<file path="config.mk">
export PLATFORM = sky130hd
export DESIGN_NAME = vga_scroll_fetch
export DESIGN_NICKNAME = d
export VERILOG_FILES = /design/src/rtl/vga_scroll_fetch.sv
export SDC_FILE = /design/constraint.sdc
export NUM_CORES = 1
export LEC_CHECK = 0
export CAP_MARGIN = 20
export CORE_MARGIN = 4
export CORE_UTILIZATION = 48
export DETAILED_ROUTE_END_ITERATION = 8
export GPL_TIMING_DRIVEN = 0
export HOLD_SLACK_MARGIN = 0.05
export MAX_ROUTING_LAYER = met4
export PLACE_DENSITY_LB_ADDON = 0.2
export SYNTH_ARGS = -nofsm -noshare
export SYNTH_HDL_FRONTEND = slang
export SYNTH_SLANG_ARGS = --single-unit
</file>
<file path="constraint.sdc">
create_clock -name pclk -period 3.2 [get_ports pclk]
set_input_delay 0.64 -clock pclk [delete_from_list [all_inputs] [get_ports pclk]]
set_output_delay 0.64 -clock pclk [all_outputs]
set_load 0.01 [all_outputs]
</file>
<file path="src/rtl/vga_scroll_fetch.sv">
// vga_scroll_fetch: pixel-source stage feeding vga_ctrl.
// Maps scan coordinates to read addresses in a 512x512 12-bit image ROM. The
// image is tiled over the screen and scrolled by per-frame X/Y offsets. The
// scan column is advanced by LOOKAHEAD so that the returned colour word lines
// up with the pixel being scanned, after the address register, the ROM and
// the output register.
module vga_scroll_fetch #(
    parameter int          LOOKAHEAD = 3,
    parameter int          STEP      = 4,
    parameter int          AUTO_STEP = 1,
    parameter logic [11:0] BORDER    = 12'h000
) (
    input  logic        pclk,
    input  logic        reset,
    input  logic [9:0]  h_addr,
    input  logic [9:0]  v_addr,
    input  logic        vsync,
    input  logic        btn_left,
    input  logic        btn_right,
    input  logic        btn_up,
    input  logic        btn_down,
    input  logic        auto_en,
    output logic [17:0] rom_addr,
    input  logic [11:0] rom_q,
    output logic [11:0] vga_data,
    output logic [8:0]  sx,
    output logic [8:0]  sy,
    output logic [15:0] frame_cnt
);

    // Registered state
    logic        vsync_q;
    logic [17:0] rom_addr_q;
    logic        oob1_q;
    logic        oob2_q;
    logic [11:0] vga_data_q;
    logic [8:0]  sx_q;
    logic [8:0]  sy_q;
    logic [15:0] frame_cnt_q;

    // Next-state values
    logic [17:0] rom_addr_d;
    logic        oob1_d;
    logic [11:0] vga_data_d;
    logic [8:0]  sx_d;
    logic [8:0]  sy_d;
    logic [15:0] frame_cnt_d;

    // Combinational helpers
    logic        tick_s;
    logic [10:0] xt_s;
    logic [8:0]  row_s;
    logic [8:0]  col_s;

    // Rows never reach 512 in the active area, so v_addr[9] carries no data.
    logic        unused_vbit_s;
    assign unused_vbit_s = v_addr[9];

    // Frame tick: one pulse on the falling edge of the active-low vsync.
    assign tick_s = vsync_q & ~vsync;

    // Stage 1 address generation: look-ahead column, border flag, tiled/scrolled address.
    always_comb begin
        xt_s       = {1'b0, h_addr} + 11'(LOOKAHEAD);
        row_s      = v_addr[8:0] + sy_q;
        col_s      = xt_s[8:0] + sx_q;
        oob1_d     = (xt_s >= 11'd640);
        rom_addr_d = {row_s, col_s};
    end

    // Stage 3 colour select: border outside the visible columns, ROM word otherwise.
    always_comb begin
        vga_data_d = rom_q;
        if (oob2_q) begin
            vga_data_d = BORDER;
        end else begin
            vga_data_d = rom_q;
        end
    end

    // Scroll offsets and frame counter: update only on the frame tick, wrap mod 512.
    always_comb begin
        sx_d        = sx_q;
        sy_d        = sy_q;
        frame_cnt_d = frame_cnt_q;
        if (tick_s) begin
            frame_cnt_d = frame_cnt_q + 16'd1;
            if (auto_en) begin
                sx_d = sx_q + 9'(AUTO_STEP);
                sy_d = sy_q;
            end else begin
                case ({btn_left, btn_right})
                    2'b10:   sx_d = sx_q - 9'(STEP);
                    2'b01:   sx_d = sx_q + 9'(STEP);
                    default: sx_d = sx_q;
                endcase
                case ({btn_up, btn_down})
                    2'b10:   sy_d = sy_q - 9'(STEP);
                    2'b01:   sy_d = sy_q + 9'(STEP);
                    default: sy_d = sy_q;
                endcase
            end
        end else begin
            sx_d        = sx_q;
            sy_d        = sy_q;
            frame_cnt_d = frame_cnt_q;
        end
    end

    // All state: pipeline registers, vsync edge detector, offsets and frame count.
    always_ff @(posedge pclk) begin
        if (reset) begin
            vsync_q     <= 1'b1;
            rom_addr_q  <= 18'd0;
            oob1_q      <= 1'b0;
            oob2_q      <= 1'b0;
            vga_data_q  <= 12'd0;
            sx_q        <= 9'd0;
            sy_q        <= 9'd0;
            frame_cnt_q <= 16'd0;
        end else begin
            vsync_q     <= vsync;
            rom_addr_q  <= rom_addr_d;
            oob1_q      <= oob1_d;
            oob2_q      <= oob1_q;
            vga_data_q  <= vga_data_d;
            sx_q        <= sx_d;
            sy_q        <= sy_d;
            frame_cnt_q <= frame_cnt_d;
        end
    end

    assign rom_addr  = rom_addr_q;
    assign vga_data  = vga_data_q;
    assign sx        = sx_q;
    assign sy        = sy_q;
    assign frame_cnt = frame_cnt_q;

endmodule

</file>
* Yosys cells after proc, flatten, opt, wreduce, memory -nomap -nowiden
Cells that the tools add are included.
** Operators by class
- Shifts and indexed selects :: 0
- Reductions and logical operators :: 5
- Order comparisons :: 1
- Add/sub/neg operators :: 9
- Multiply operators :: 0
- Div/mod/pow operators :: 0
- Eq/ne operators :: 4
- Bitwise gates (word level) :: 3
- Mux-type cells :: 3
** Operators with widths (number)
- 9-bit case mux with 2 select lines :: 2
- 9-bit by 3-bit adder with 9-bit output, second input constant :: 2
- 9-bit adder :: 2
- 9-bit by 3-bit subtractor with 9-bit output, second input constant :: 2
- 16-bit by 1-bit adder with 16-bit output, second input constant :: 1
- 10-bit by 2-bit adder with 11-bit output, second input constant :: 1
- 11-bit by 10-bit greater-or-equal comparator with 1-bit output, second input constant :: 1
- 9-bit by 1-bit adder with 9-bit output, second input constant :: 1
- 9-bit two-way mux :: 1
- 2-bit by 1-bit equality test with 1-bit output, second input constant :: 2
- 2-bit equality test, second input constant :: 2
- 3-bit AND reduction :: 1
- 3-bit nonzero test :: 1
- 1-bit inverter :: 2
- 2-bit AND reduction :: 1
- 2-bit nonzero test :: 1
- 2-bit OR reduction :: 1
- 1-bit bitwise AND :: 1
** Storage, ports and cells
- Memories kept :: 0
- Bits in read-only memories :: 0
- Output and inout port bits :: 64
- Bits in latches :: 0
- Bits of input ports :: 40
- RAM bits :: 0
- Bits in registers :: 67
- Logic and storage cells :: 33

* Longest topological paths before layout
- Depth in word-level cells :: 3
- Mapped depth :: 11
- Mapped depth without buffers :: 11

* Least setup slack after synthesis
Ideal clock, no wire load.
- Path type :: in2reg
- Start :: input h_addr[0]
- End :: register rom_addr_q[8], in the netlist rom_addr[8]
- Data required time :: 3.072 ns
- Setup time :: 0.128 ns
- Arrival time :: 2.257 ns
- Buffers on the path :: 0
- Cell stages on the path :: 11
- Path slack :: 0.815 ns
- Cell sequence :: inv_1 ha_1 and3b_1 nand3_1 xnor2_1 ha_1 nor3_1 o21ai_0 a31oi_1 xnor2_1 nor2_1
** On the way
- Cells in the longest elaborated chain, start to end :: 2
** RTL lines
- start: declaration :: RTL line 15 : input logic [9:0] h_addr,
- 10-bit by 2-bit adder with 11-bit output :: RTL line 64 : xt_s = {1'b0, h_addr} + 11'(LOOKAHEAD);
- 9-bit adder :: RTL line 66 : col_s = xt_s[8:0] + sx_q;
- end signal: assignment :: RTL line 123 : rom_addr_q <= rom_addr_d;
- end: declaration :: RTL line 33 : logic [17:0] rom_addr_q;
Every way passes these cells.
A chain may end at the register's enable or synchronous reset.

* Worst setup path in the final report
Ends and elaborated chain as after synthesis.

==> metrics.txt <==
Arr. time, crit path between 2 and 3 ns; core footprint just over 0.007 mm^2; clk buf depth 2; CTS tree yes; H-tree levels 3; IO buf count 100; Max-Cap Viols 0; Synth Instances 403; vias per cell between 5 and 6; via count ~3300; main area contributors after synthesis dfxtp_1 37%, ha_1 9.9%, xnor2_1 6.2%; Post-synth top cells 65 x dfxtp_1, 37 x nor2_1, 28 x ha_1; gr ovfl total 0; LEAKAGE about 2.0 nW; Most used DFF post-synth dfxtp_1; Peak Freq between 0.3 and 0.4 GHz; CP Capture Type register; reg2reg end rom_addr[8]; Adder-Cell Fraction of Synth Area 0.1211; Post-synth EDFFs 0; Mapped Area 0.003553 mm^2; Chip Width roughly 94 um; Synth Area in XOR/XNOR 0.09859; worst reg2reg startpoint sx[0]; critical path class input port to register; complex-gate fraction of the synthesized area 0.1468; Cell Pwr Density between 400 and 500 mW/mm^2; Hold Crit Start oob1_q; simple-gate area share of the yosys netlist 0.2261; Worst Hold End oob2_q; multiplexer area fraction after synthesis 0.008451; Final setup viols 0; number of global-route vias before repair about 3000; nets 587; Worst Skew 0.005042 ns; Worst VDD drop 0.2175 mV; initial antenna violation count 0; hold path depth 1; pin count of the biggest net entering global routing 12; setup bufs post-CTS 0; row count 31; Detailed Route WL 8.666 mm; CTS Hold Bufs 0; min Tclk post-route approximately 2.8 ns; area delta synth->final 39.15%; largest family of logic cells by synthesized area simple AND/OR/NAND/NOR gates; unrepaired setup endpoints after global routing false; actual slew at the worst max-slew pin between 0.7 and 0.8 ns; Final Slew Violations 0; final instance area between 0.004 and 0.005 mm^2; worst hold path type register to register; Worst R2R Setup Slack 1.13 ns; final period utilization 0.8668; wire length per cell around 14 um; Worst-Skew Late Latency around 0.34 ns; first-pass GRT wire length between 10 and 15 mm; largest area contributor in the netlist dfxtp_1; Diodes inserted 0; post-synthesis sequential area ratio 0.3662; most common cell in the netlist dfxtp_1; Routed Antenna Nets 0; headroom to the max-slew limit 0.4763; FFs w/ async S/R, synth 0; WHS 0.4463 ns; total track usage 0.2036; post-synth top area share 0.3662; Hold Vio Cnt, Final 0; Netlist cell types 52; clock root buffer clkbuf_8; synth warn 0; I/O pins about 100; worst path required time approximately 3.4 ns; critical path cell sequence clkdlybuf4s50_1 > inv_1 > ha_1 > and3b_1 > nand3_1 > xnor2_1 > ha_1 > nor3_1 > o21ai_0 > a31oi_1 > xnor2_1 > nor2_1; CP max stage cell clkdlybuf4s50_1; Design Power between 2 and 2.5 mW; Worst Setup Start Kind input port; path depth of the worst reg2reg path 7; Clock transition at path regs ~0.070 ns; Synth Register Bits 65; share of post-route cells with drive strength above 1 0.04423; Syn Area/Cell 8.817 um^2; Final TNS setup 0 ns; critical path's largest stage delay ~0.49 ns; Detailed Place HPWL 6.618 mm; total CTS buffers 9; Sink Count 65; maximum fanout along the worst path 3; Initial Util 0.4925; DRC 0; Non-Filler Instances 619; Post-Place Cells 603; Area after DPL 0.004682 mm^2; status complete, no violations; Die ar. just under 0.009 mm^2; GPL Wtd Cong 0.8762; post-CTS resize count 0; First DRT Iteration DRCs around 160; Die H approximately 94 um; drt first pass iters 4
[how the worst max path moves through the flow]
stage                   start          end  slack, ns  cells past startpoint
global placement    h_addr[0]  rom_addr[8]       0.12                     12
CTS                 h_addr[0]  rom_addr[8]       0.42                     12
finish              h_addr[0]  rom_addr[8]       0.43                     12
floorplan           h_addr[0]  rom_addr[8]       0.81                     11
detailed placement  h_addr[0]  rom_addr[8]       0.06                     12
global route        h_addr[0]  rom_addr[8]       0.24                     12
[registers in the layout, summed over array words and instances, names as in the netlist]
signal     count
frame_cnt     16
oob2_q         1
rom_addr      18
sy             7
vga_data      12
vsync_q        1
oob1_q         1
sx             9
[layer usage]
layer,vias to the layer above,GRT usage,share of wire
li1,1645,-,-
met1,1492,0.2381,0.44
met2,102,0.3483,0.49
met3,13,0.03686,0.053
met4,0,0.07581,0.018
met5,-,-,0
[cells by family after synthesis]
kind of cell / Yosys count
and+or+nand+nor: 154
xor gates and xnor gates: 40
DFF: 65
adders and majority gates: 32
buffers and inverters: 27
other: 1
muxes: 3
AOI/OAI and AO/OA: 81
[where the power goes]
part / internal (mW) / switching, mW
combinational: 0.265 / 0.229
sequential: 0.862 / 0.0384
clock: 0.581 / 0.307
[per-stage QoR]
stage | utilization | setup WS (ns)
after floorplan | - | 0.8150
after global placement | 0.6490 | 0.1172
after detailed placement | 0.6490 | 0.06450
after CTS | 0.6854 | 0.4239
after global routing | 0.6854 | 0.2383
final | 0.6854 | 0.4264
[layout make-up]
type                    instances  area, um^2
inverters                      13       48.80
fillers                       628        2270
plain buffers                  14       63.81
repair buffers                100        1001
multi-input cells             312        2143
clock inverters                 4       97.59
well taps                      99       123.9
clock buffers                  12       165.2
flip-flops and latches         65        1301
[cell usage in the layout (no fill, tap or decap), types with 14 or more instances in the layout]
| cell | instances |
|---|---|
| clkdlybuf4s50_1 | 100 |
| nand2_1 | 25 |
| xnor2_1 | 25 |
| dfxtp_1 | 65 |
| xor2_1 | 15 |
| o21ai_0 | 14 |
| ha_1 | 28 |
| nand3_1 | 16 |
| a21oi_1 | 22 |
| nor2_1 | 37 |
[worst max-delay path, delay by kind of cell]
kind	cells	cell delay [ns]
adder cells (fa/ha/maj)	2	0.41
buffers and inverters	2	0.57
XOR/XNOR	2	0.28
AND/OR/NAND/NOR	4	0.71
AO/OA/AOI/OAI	2	0.37
No activity file was read; power rests on OpenSTA's default activity.
